===== config.mk =====
export PLATFORM = sky130hd
export DESIGN_NAME = fetch_unit
export DESIGN_NICKNAME = d
export VERILOG_FILES = /design/src/rtl/fetch_unit.sv
export SDC_FILE = /design/constraint.sdc
export NUM_CORES = 1
export LEC_CHECK = 0
export CORE_UTILIZATION = 51
export CTS_CLUSTER_SIZE = 25
export DETAILED_ROUTE_END_ITERATION = 6
export PLACE_DENSITY = 0.89
export RECOVER_POWER = 100
export SLEW_MARGIN = 20
export SYNTH_ARGS = -nofsm -noshare
export SYNTH_HDL_FRONTEND = slang
export SYNTH_SLANG_ARGS = --single-unit

===== constraint.sdc =====
create_clock -name clock -period 5 [get_ports clock]
set_input_delay 1.25 -clock clock [delete_from_list [all_inputs] [get_ports clock]]
set_output_delay 1.25 -clock clock [all_outputs]
set_load 0.005 [all_outputs]

===== src/rtl/fetch_unit.sv =====
// Instruction fetch stage: single-outstanding word reads into a small {pc, instr} FIFO,
// with redirect flushing the buffer and dropping any in-flight response.
module fetch_unit #(
   parameter logic [31:0] RESET_PC = 32'h0000_0000,
   parameter int unsigned DEPTH    = 2,
   parameter logic [31:0] NOP      = 32'h0000_0013
) (
   input  logic        clock,
   input  logic        reset,
   input  logic        redirect,
   input  logic [31:0] redirect_pc,
   output logic        mem_req,
   output logic [31:0] mem_addr,
   input  logic        mem_gnt,
   input  logic        mem_rvalid,
   input  logic [31:0] mem_rdata,
   output logic        o_valid,
   output logic [31:0] o_pc,
   output logic [31:0] o_instruction,
   input  logic        i_ready
);

   localparam int unsigned AW     = $clog2(DEPTH);
   localparam logic [AW:0]   FULL    = (AW+1)'(DEPTH);
   localparam logic [AW-1:0] PTR_ONE = AW'(1);

   localparam logic [1:0] S_REQ  = 2'd0;
   localparam logic [1:0] S_WAIT = 2'd1;
   localparam logic [1:0] S_DROP = 2'd2;

   logic [31:0]   fpc_q, fpc_d;
   logic [31:0]   req_pc_q, req_pc_d;
   logic [1:0]    state_q, state_d;
   logic [AW-1:0] wptr_q, wptr_d, rptr_q, rptr_d;
   logic [AW:0]   count_q, count_d;
   logic [31:0]   pc_mem_q  [DEPTH];
   logic [31:0]   ins_mem_q [DEPTH];
   logic          push, pop;

   assign mem_req  = (state_q == S_REQ) && (count_q < FULL) && !redirect && !reset;
   assign mem_addr = fpc_q;

   assign o_valid       = (count_q != '0) && !reset;
   assign o_pc          = o_valid ? pc_mem_q[rptr_q]  : '0;
   assign o_instruction = o_valid ? ins_mem_q[rptr_q] : NOP;

   always_comb begin
      fpc_d    = fpc_q;
      req_pc_d = req_pc_q;
      state_d  = state_q;
      push     = 1'b0;
      pop      = o_valid && i_ready;

      case (state_q)
         S_REQ: begin
            if (mem_req && mem_gnt) begin
               req_pc_d = fpc_q;
               fpc_d    = fpc_q + 32'd4;
               state_d  = S_WAIT;
            end
         end
         S_WAIT: begin
            if (mem_rvalid) begin
               push    = 1'b1;
               state_d = S_REQ;
            end
         end
         S_DROP: begin
            if (mem_rvalid) state_d = S_REQ;
         end
         default: state_d = S_REQ;
      endcase

      // Redirect overrides push/pop; an unanswered request must be drained via DROP.
      if (redirect) begin
         fpc_d = redirect_pc & 32'hFFFF_FFFC;
         push  = 1'b0;
         pop   = 1'b0;
         if (state_q == S_WAIT && !mem_rvalid) state_d = S_DROP;
      end

      if (redirect) begin
         wptr_d  = '0;
         rptr_d  = '0;
         count_d = '0;
      end else begin
         wptr_d  = push ? wptr_q + PTR_ONE : wptr_q;
         rptr_d  = pop  ? rptr_q + PTR_ONE : rptr_q;
         count_d = count_q + (AW+1)'(push) - (AW+1)'(pop);
      end
   end

   always_ff @(posedge clock) begin
      if (reset) begin
         fpc_q    <= RESET_PC;
         req_pc_q <= '0;
         state_q  <= S_REQ;
         wptr_q   <= '0;
         rptr_q   <= '0;
         count_q  <= '0;
      end else begin
         fpc_q    <= fpc_d;
         req_pc_q <= req_pc_d;
         state_q  <= state_d;
         wptr_q   <= wptr_d;
         rptr_q   <= rptr_d;
         count_q  <= count_d;
      end
   end

   always_ff @(posedge clock) begin
      if (push) begin
         pc_mem_q[wptr_q]  <= req_pc_q;
         ins_mem_q[wptr_q] <= mem_rdata;
      end
   end

endmodule


==> results of run 1 <==
critical path, delay by kind of cell:
| kind | cells | cell delay [ps] |
|---|---|---|
| buffers and inverters | 2 | 1100 |
| AND/OR/NAND/NOR | 2 | 860 |
cell usage after synthesis (2+ instances only):
cell and count:
mux2i_1 63, and4_1 2, xnor2_1 22, nor3_1 13, nand2_1 87, inv_1 8
dfxtp_1 67, nor4_1 6, a2111oi_0 2, buf_4 4, nand3_1 4, clkbuf_1 33
xor2_1 7, or3_1 5, o21ai_0 9, nor2_1 96, and3_1 2, or2_2 2
nand4_1 9, nand3b_1 3, a211oi_1 16, and2_1 3, ha_1 6, edfxtp_1 124
a21oi_1 39, a311oi_1 2
sequential cells by signal, summed over array words and instances (netlist names), named ones only:
signal and cells:
state_q 2, ins_mem_q 64, pc_mem_q 60, mem_addr 30, count_q 2, req_pc_q 30
wptr_q 1, rptr_q 1
layout make-up:
type                            count  area, um2
Tap cell                          184        230
Multi-Input combinational cell    413       2450
Sequential cell                   191       5070
Inverter                            9       33.8
Fill cell                        1035       4580
Clock buffer                       17        425
Clock inverter                     15        195
Timing Repair Buffer              170       1660
layer usage:
layer / routed length [um] / up-vias / part of all wire [%] / track usage [%]
met3: 1350 / 40 / 8.0 / 6.44
met4: 528 / 0 / 3.1 / 10.3
met2: 8090 / 223 / 48 / 37.0
met1: 6860 / 2579 / 41 / 27.4
li1: - / 2606 / - / -
met5: 0 / - / 0 / 0
path summary, 6_finish.rpt:
| kind | depth (start not counted) | startpoint | end |
|---|---|---|---|
| setup / recovery | 4 | redirect | mem_req |
| setup reg to reg | 5 | state_q[1] | ins_mem_q[1][2] |
| hold reg to reg | 0 | req_pc_q[15] | pc_mem_q[1][15] |
| hold / removal | 0 | req_pc_q[15] | pc_mem_q[1][15] |
report_power, final:
| group | switching [W] | internal [W] | total [W] | leakage (nW) |
|---|---|---|---|---|
| sequential | 0.0000342 | 0.00170 | 0.00173 | 1.58 |
| combinational | 0.0000820 | 0.0000939 | 0.000176 | 1.56 |
| clock | 0.000619 | 0.000766 | 0.00138 | 0.306 |
cell families (layout without fill, tap and decap cells):
| family | count (synthesis) | count (layout) | synth area share, % |
|---|---|---|---|
| flip-flops | 191 | 191 | 65.8 |
| buffers and inverters | 48 | 211 | 2.55 |
| AO/OA/AOI/OAI | 69 | 69 | 5.23 |
| AND/OR/NAND/NOR | 241 | 241 | 13.8 |
| adder cells (fa/ha/maj) | 6 | 6 | 0.975 |
| other | 1 | 4 | 0.0487 |
| XOR/XNOR | 29 | 29 | 3.30 |
| multiplexers | 64 | 64 | 8.33 |
stage by stage:
stage | cells | total power [W] | util [%] | hold slack [ps]
global placement | 967 | 0.00195 | 64.9 | 430
global route | 999 | 0.00341 | 68.7 | 466
floorplan | 652 | 0.00184 | - | 425
CTS | 999 | 0.00333 | 69.1 | 455
finish | 999 | 0.00330 | 68.7 | 457
detailed placement | 967 | 0.00196 | 64.9 | 437
==> metrics.csv, run 1 <==
metric,value,unit
layout cell share with drive strength beyond 1,5.52,%
Vias/cell,5.45,
Finished Cell Area,10100,um2
cells along the critical path,dlygate4sd3_1 -> or2_0 -> nor3b_1 -> clkdlybuf4s50_1,
Setup WS post-layout,536,ps
post-CTS resize count,0,
Post-synth EDFFs,124,
Max Cap Viol,3,
prevailing post-synth register cell,edfxtp_1,
initial antenna violation count,0,
Worst Max-Slew Pin Slew,1820,ps
"Worst Path Class, Setup",input port to primary output,
RSZ-0062 raised after global routing,no,
CTS buffer count,17,
num rows,44,
endpoints failing hold,0,
Syn. warnings,0,
GRT Total Usage,22.5,%
# IOs,168,
First-pass DRT Iterations,7,
die height,125,um
Post-DP Area,9500,um2
Fin Setup TNS,0,ps
total grt overflow,0,
"Area growth, synth to finish",30.7,%
worst vdd ir,0.000272,V
clk buf depth,2,
mapped cell area,7700,um2
number of nets in the layout,878,
Clock transition at path regs,70,ps
"Req. time, crit path",3750,ps
vias in the first global route,5257,
initial DRC count,417,
Fmax,224,MHz
Max Transition Viols Final,151,
largest area contributor in the netlist,edfxtp_1,
Clock Sinks,191,
first-pass GRT wire length,26.8,mm
Post-Route WL,16.8,mm
Slew HR,-21.0,%
failing checks,"design-rule violations, max-capacitance violations, max-slew violations",
postcts setup bufs,0,
synth top area cells,"edfxtp_1 48%, dfxtp_1 17%, mux2i_1 8.2%",
antenna diode count,0,
cells after synthesis,649,
most frequent cells in the layout,"126 x dlygate4sd3_1, 124 x edfxtp_1, 95 x nor2_1, 87 x nand2_1, 66 x dfxtp_1",
status,finished with violations,
clock root buffer,clkbuf_16,
CTS tree,built,
Core Area,14600,um2
detailed-route via count,5448,
htree depth,4,
pre-CTS WS,767,ps
"most common cell after layout, fill and taps aside",dlygate4sd3_1,
Syn Area/Cell,11.9,um2
GPL Wtd Cong,0.814,
quantity of I/O buffers inserted on ports,161,
CP max FO,12,
Chip Width,125,um
pin count of the biggest net entering global routing,62,
Pleak,3.44,nW
CP arrival,3210,ps
Cell variety after synth,41,
fin crit share,89.3,%
register area share after synthesis,65.8,%
"Hold-fix buffers, CTS",0,
full die area,15600,um2
final setup vio count,0,
"flops & latches, synth",191,
Startpoint Class,input port,
Residual DRC,26,
reg2reg setup slack,1870,ps
Post-synth ARST share,0,%
WL/cell,16.8,um
Fin Clk Skew,9.96,ps
DP HPWL,11.0,mm
PD cells,327,nW/um2
DRT antenna net count,0,
Tightest Hold Check Type,flip-flop to flip-flop,
Yosys top cell area share,48.4,%
clock insertion delay at the later pin of the skew report,430,ps
Worst setup EP type,primary output,
CP max stage cell,dlygate4sd3_1,
crit path time final,4460,ps
"slowest stage delay, CP",550,ps
starting density of the core,52.6,%
Power figures use the tool's default switching activity.
==> run 2, diff against run 1 <==
--- a/config.mk
+++ b/config.mk
@@ -5,10 +5,10 @@
 export SDC_FILE = /design/constraint.sdc
 export NUM_CORES = 1
 export LEC_CHECK = 0
-export CORE_UTILIZATION = 51
+export CORE_UTILIZATION = 50
 export CTS_CLUSTER_SIZE = 25
 export DETAILED_ROUTE_END_ITERATION = 6
-export PLACE_DENSITY = 0.89
+export PLACE_DENSITY = 0.88
 export RECOVER_POWER = 100
 export SLEW_MARGIN = 20
 export SYNTH_ARGS = -nofsm -noshare
==> run 2 against run 1 <==
Via count down 2.2%. First-iteration DRC count down 6.0%. The flow finishes with violations (max-capacitance violations, max-slew violations). Highest routed layer unchanged. Sequential power about the same. Largest cell class unchanged. Critical path depth unchanged. Critical path type unchanged.
==> metrics.csv, run 2 (synthesized netlist as in run 1, its figures left out) <==
metric,value,unit,change
status,finished with violations,,
failing checks,"max-capacitance violations, max-slew violations",,
GR Util met2,36.1,%,-0.87 points
crit path time final,4520,ps,+54.2 ps
Worst Max-Slew Pin Slew,1880,ps,+60.5 ps
Fin Setup TNS,0,ps,unchanged
most frequent cells in the layout,"124 x dlygate4sd3_1, 124 x edfxtp_1, 94 x nor2_1, 87 x nand2_1, 66 x dfxtp_1",,
WL/cell,16.7,um,-0.57%
Core Area,14800,um2,+0.75%
full die area,15900,um2,+2.0%
Slew HR,-25.1,%,-4.0 points
vias in the first global route,5294,,+0.70%
pre-CTS WS,798,ps,+30.1 ps
Pleak,3.42,nW,-0.76%
Top Registers,"ins_mem_q (64), pc_mem_q (60)",,
initial DRC count,392,,-6.0%
Fmax,221,MHz,-1.2%
CP max stage cell,dlygate4sd3_1,,
"Hold-fix buffers, CTS",0,,unchanged
postcts setup bufs,0,,unchanged
Vias/cell,5.34,,-2.1%
first-pass GRT wire length,26.6,mm,-1.0%
met3 Usage GRT,6.92,%,+0.48 points
hold depth,0,,unchanged
post-CTS resize count,0,,unchanged
htree depth,4,,unchanged
clock root buffer,clkbuf_16,,
layout cell share with drive strength beyond 1,5.28,%,-0.24 points
gr busiest metal,met2,,
GPL Wtd Cong,0.817,,+0.43%
Max Transition Viols Final,101,,-33%
num rows,44,,unchanged
GRT Total Usage,21.9,%,-0.53 points
Clock Sinks,191,,unchanged
"Worst Path Class, Setup",input port to primary output,,
Fin Clk Skew,9.38,ps,-0.585 ps
clock insertion delay at the later pin of the skew report,430,ps,about the same
"Area growth, synth to finish",29.9,%,
RSZ-0062 raised after global routing,no,,
fin crit share,90.4,%,+1.1 points
largest register by flop count,ins_mem_q,,
Clock transition at path regs,70,ps,about the same
initial antenna violation count,0,,unchanged
"slowest stage delay, CP",600,ps,+50 ps
Max Cap Viol,2,,-1
First-pass DRT Iterations,5,,-2
Setup WS post-layout,482,ps,-54.2 ps
Tightest Hold Check Type,flip-flop to flip-flop,,
Finished Cell Area,10000,um2,-0.59%
CTS buffer count,17,,unchanged
worst vdd ir,0.000225,V,-17%
Startpoint Class,input port,,
cells along the critical path,dlygate4sd3_1 -> or2_0 -> nor3b_1 -> dlygate4sd3_1,,
pin count of the biggest net entering global routing,63,,+1.6%
starting density of the core,52.2,%,-0.39 points
DP HPWL,10.8,mm,-2.3%
Worst setup EP type,primary output,,
"Req. time, crit path",3750,ps,about the same
Most common cell on crit path,dlygate4sd3_1,,
Chip Width,126,um,+0.98%
number of nets in the layout,877,,-0.11%
clk buf depth,2,,unchanged
detailed-route via count,5327,,-2.2%
# IOs,168,,unchanged
quantity of I/O buffers inserted on ports,161,,unchanged
Post-Route WL,16.7,mm,-0.67%
met1 usage,26.5,%,-0.87 points
endpoints failing hold,0,,unchanged
total grt overflow,0,,unchanged
CP arrival,3270,ps,+60 ps
R2R cell count,5,,unchanged
final setup vio count,0,,unchanged
Post-DP Area,9480,um2,-0.18%
PD cells,320,nW/um2,-2.3%
max FFs per register,64,,unchanged
CP max FO,12,,unchanged
antenna diode count,0,,unchanged
die height,126,um,+0.98%
DRT antenna net count,0,,unchanged
CTS tree,built,,
Residual DRC,0,,-100%
-- run 2: changes by cell type in the layout (fill, tap and decap cells not counted), moves of 2 or more --
| cell | before | now |
|---|---|---|
| clkdlybuf4s50_1 | 34 | 36 |
| inv_6 | 4 | 8 |
| inv_8 | 4 | 1 |
| clkinvlp_4 | 0 | 2 |
| buf_4 | 4 | 2 |
| bufinv_16 | 2 | 0 |
| clkinv_8 | 2 | 0 |
| clkbuf_1 | 3 | 5 |
| dlygate4sd3_1 | 126 | 124 |
-- run 2: worst paths after layout --
kind	from	end	slack, ps
worst max-delay path	redirect	mem_req	480
worst max register to register	state_q[1]	pc_mem_q[0][30]	2000
worst min register to register	req_pc_q[13]	pc_mem_q[1][13]	460
worst min-delay path	req_pc_q[13]	pc_mem_q[1][13]	460
-- run 2: stage by stage --
| stage | util [%] | total power [W] | hold slack, ps | instances |
|---|---|---|---|---|
| after floorplan | - | 0.00184 | 425 | 652 |
| after CTS | 68.1 | 0.00324 | 452 | 998 |
| final | 67.8 | 0.00320 | 455 | 998 |
| after global placement | 64.3 | 0.00195 | 432 | 966 |
| after detailed placement | 64.3 | 0.00196 | 436 | 966 |
| after global routing | 67.8 | 0.00331 | 470 | 998 |
-- run 2: critical path: cells and delay by family --
kind	cells	cell delay [ps]
buffers and inverters	2	1180
and+or+nand+nor	2	840
-- run 2: layer usage --
metal  routed length [um]  vias up  share of wire [%]
met2                 8150      193                 49
li1                     -     2610                  -
met5                    0        -                  0
met3                 1150       26                6.9
met1                 7070     2498                 42
met4                  346        0                2.1
-- run 2: power by group --
| part | internal [W] | total [W] | switching, W |
|---|---|---|---|
| registers | 0.00170 | 0.00173 | 0.0000335 |
| logic | 0.0000939 | 0.000176 | 0.0000821 |
| clock network | 0.000682 | 0.00129 | 0.000607 |
-- run 2: cell type report --
type | count | area [um2]
clock inverters | 14 | 116
flip-flops and latches | 191 | 5070
repair buffers | 169 | 1650
inverters | 9 | 33.8
fillers | 1078 | 4750
well taps | 184 | 230
multi-input cells | 413 | 2460
clock buffers | 18 | 450
==> run 3, diff against run 2 <==
--- a/config.mk
+++ b/config.mk
@@ -5,10 +5,11 @@
 export SDC_FILE = /design/constraint.sdc
 export NUM_CORES = 1
 export LEC_CHECK = 0
-export CORE_UTILIZATION = 50
+export ABC_AREA = 1
+export CORE_UTILIZATION = 41
 export CTS_CLUSTER_SIZE = 25
 export DETAILED_ROUTE_END_ITERATION = 6
-export PLACE_DENSITY = 0.88
+export PLACE_DENSITY = 0.75
 export RECOVER_POWER = 100
 export SLEW_MARGIN = 20
 export SYNTH_ARGS = -nofsm -noshare
==> run 3 against run 2 <==
The run now ends clean. Maximum frequency increased by 2.3%. Register-to-register slack got worse by 150 ps. Synthesized cell count increased by 36%. Clock skew decreased by 1.4 ps. Synthesized area increased by 13%. Global-route usage decreased by 4.2 points. Sequential share of layout area decreased by 4.6 points. First-iteration DRC count decreased by 1.8%. Final cell count increased by 32%. Highest routed layer unchanged.
==> metrics.csv, run 3 <==
metric,value,unit,change
status,"complete, no violations",,
most frequent cells in the layout,"209 x nand2_1, 140 x inv_1, 124 x edfxtp_1, 123 x dlygate4sd3_1, 66 x dfxtp_1",,
DRT antenna net count,0,,unchanged
WHS Endpoint,pc_mem_q[0][11],,
quantity of I/O buffers inserted on ports,161,,unchanged
number of nets in the layout,1113,,+27%
Startpoint Class,input port,,
r2r startpoint,state_q[1],,
Fmax,226,MHz,+2.3%
detailed-route via count,6284,,+18%
"most common cell after layout, fill and taps aside",nand2_1,,
Residual DRC,0,,unchanged
Post-synth EDFFs,124,,unchanged
synth top area cells,"edfxtp_1 43%, dfxtp_1 15%, nand2_1 8.9%",,
postcts setup bufs,0,,unchanged
initial antenna violation count,0,,unchanged
Slew HR,2.80,%,+28 points
Worst setup EP type,primary output,,
Post-Route WL,18.8,mm,+12%
die height,147,um,+17%
top-count cell post-synth,nand2_1,,
WL/cell,14.2,um,-15%
final setup vio count,0,,unchanged
"Req. time, crit path",3750,ps,about the same
clk buf depth,2,,unchanged
DP HPWL,12.6,mm,+17%
"Area growth, synth to finish",27.0,%,
Tot Pwr,0.00322,W,+0.61%
vias in the first global route,5852,,+11%
Clock transition at path regs,70,ps,about the same
largest area contributor in the netlist,edfxtp_1,,
Syn Area/Cell,9.81,um2,-17%
GRT Total Usage,17.8,%,-4.2 points
starting density of the core,42.3,%,-9.9 points
Fin Setup TNS,0,ps,unchanged
cells after synthesis,884,,+36%
full die area,21700,um2,+37%
"flops & latches, synth",191,,unchanged
first-pass GRT wire length,29.9,mm,+13%
cells along the critical path,buf_2 -> nor2_2 -> buf_4 -> nand2_1 -> inv_1 -> dlygate4sd3_1,,
critical path depth in cells,6,,+2
prevailing post-synth register cell,edfxtp_1,,
Chip Width,147,um,+17%
largest register by flop count,ins_mem_q,,
endpoints failing hold,0,,unchanged
htree depth,4,,unchanged
GPL Wtd Cong,0.859,,+5.1%
Worst Max-Slew Pin Slew,1460,ps,-418 ps
reg2reg setup slack,1850,ps,-150 ps
clock insertion delay at the later pin of the skew report,430,ps,about the same
Post-synth ARST share,0,%,unchanged
"Buf+Inv Stages, Crit Path",4,,+2
Clock Sinks,191,,unchanged
clock root buffer,clkbuf_16,,
# IOs,168,,unchanged
"slowest stage delay, CP",790,ps,+190 ps
"Hold-fix buffers, CTS",0,,unchanged
worst vdd ir,0.000214,V,-5.2%
Cell variety after synth,34,,-17%
First-pass DRT Iterations,5,,unchanged
worst min-delay path startpoint,req_pc_q[11],,
Fin Clk Skew,7.96,ps,-1.42 ps
initial DRC count,385,,-1.8%
num rows,52,,+18%
CTS tree,built,,
max FFs per register,64,,unchanged
post-CTS resize count,0,,unchanged
Max Cap Viol,0,,-2
cell family with most CP delay,buffers and inverters,,
Vias/cell,4.76,,-11%
Syn. warnings,0,,unchanged
"Worst Path Class, Setup",input port to primary output,,
pin count of the biggest net entering global routing,66,,+4.8%
Pleak,4.52,nW,+32%
CP arrival,3170,ps,-100 ps
total grt overflow,0,,unchanged
CP max stage cell,nor2_2,,
Max Transition Viols Final,0,,-100%
layout cell share with drive strength beyond 1,12.2,%,+6.9 points
r2r endpoint,mem_addr[8],,
Core Area,20500,um2,+39%
CP max FO,22,,+10
R2R cell count,10,,+5
Top Registers,"ins_mem_q (64), pc_mem_q (60)",,
fin crit share,88.3,%,-2.0 points
Commonest cells post-synth,"206 x nand2_1, 140 x inv_1, 124 x edfxtp_1, 67 x dfxtp_1, 59 x mux2_2",,
RSZ-0062 raised after global routing,no,,
CTS buffer count,17,,unchanged
Yosys top cell area share,42.9,%,-5.4 points
Tightest Hold Check Type,flip-flop to flip-flop,,
antenna diode count,0,,unchanged
crit path time final,4420,ps,-101 ps
PD cells,292,nW/um2,-8.6%
hold depth,0,,unchanged
mapped cell area,8670,um2,+13%
register area share after synthesis,58.4,%,-7.4 points
[run 3: cell count changes after synthesis, sizes merged, moves of 12 or more]
cell / change
nor2: -30
clkbuf: -23
o21ai: +26
mux2i: -63
xnor2: -20
mux2: +58
buf: +23
nand3: +31
nand2: +133
a211oi: -12
inv: +132
[run 3: final cells by class]
cell class / count / area, um2
clock buffers: 19 / 433
clock inverters: 13 / 129
fillers: 1788 / 9490
inverters: 142 / 534
multi-input cells: 515 / 2820
flip-flops and latches: 191 / 5070
well taps: 270 / 338
repair buffers: 170 / 1690
[run 3: layer usage]
layer,part of all wire [%],routed length (um),GRT usage (%),up-vias
met4,1.8,335,5.36,0
met1,46,8640,23.7,2860
li1,-,-,-,3175
met3,6.4,1200,4.23,24
met2,46,8590,28.6,225
met5,0,0,0,-
[run 3: how the worst max path moves through the flow]
stage	start	endpoint	slack [ps]
3_5_place_dp	redirect	mem_req	870
2_1_floorplan	redirect	ins_mem_q[0][0]	130
5_1_grt	reset	o_pc[11]	430
6_report	reset	o_pc[11]	580
4_1_cts	redirect	mem_req	850
3_3_place_gp	redirect	mem_req	870
[run 3: power by group]
| part | switching (W) | leakage (nW) | internal [W] |
|---|---|---|---|
| registers | 0.0000375 | 1.61 | 0.00171 |
| logic | 0.0000996 | 2.64 | 0.0000996 |
| clock network | 0.000618 | 0.272 | 0.000658 |
| total | 0.000755 | 4.52 | 0.00246 |
[run 3: cells by family (layout without fill, tap and decap cells)]
family / after synthesis / count (layout) / synth area share (%)
AND/OR/NAND/NOR: 348 / 348 / 17.3
flip-flops: 191 / 191 / 58.4
buffers and inverters: 181 / 344 / 8.82
AO/OA/AOI/OAI: 93 / 93 / 6.43
multiplexers: 59 / 59 / 7.66
adder cells (fa/ha/maj): 6 / 6 / 0.866
XOR/XNOR: 5 / 5 / 0.505
other: 1 / 4 / 0.0432
[run 3: through the flow]
step | worst slack [ps] | utilization (%) | area, um2 | hold slack (ps) | std cells
final | 583 | 53.7 | 11000 | 457 | 1320
after global routing | 429 | 53.7 | 11000 | 472 | 1320
after CTS | 854 | 54.2 | 11100 | 457 | 1320
after detailed placement | 873 | 51.4 | 10500 | 440 | 1288
after global placement | 874 | 51.4 | 10500 | 432 | 1288
after floorplan | 129 | - | 8680 | 420 | 887
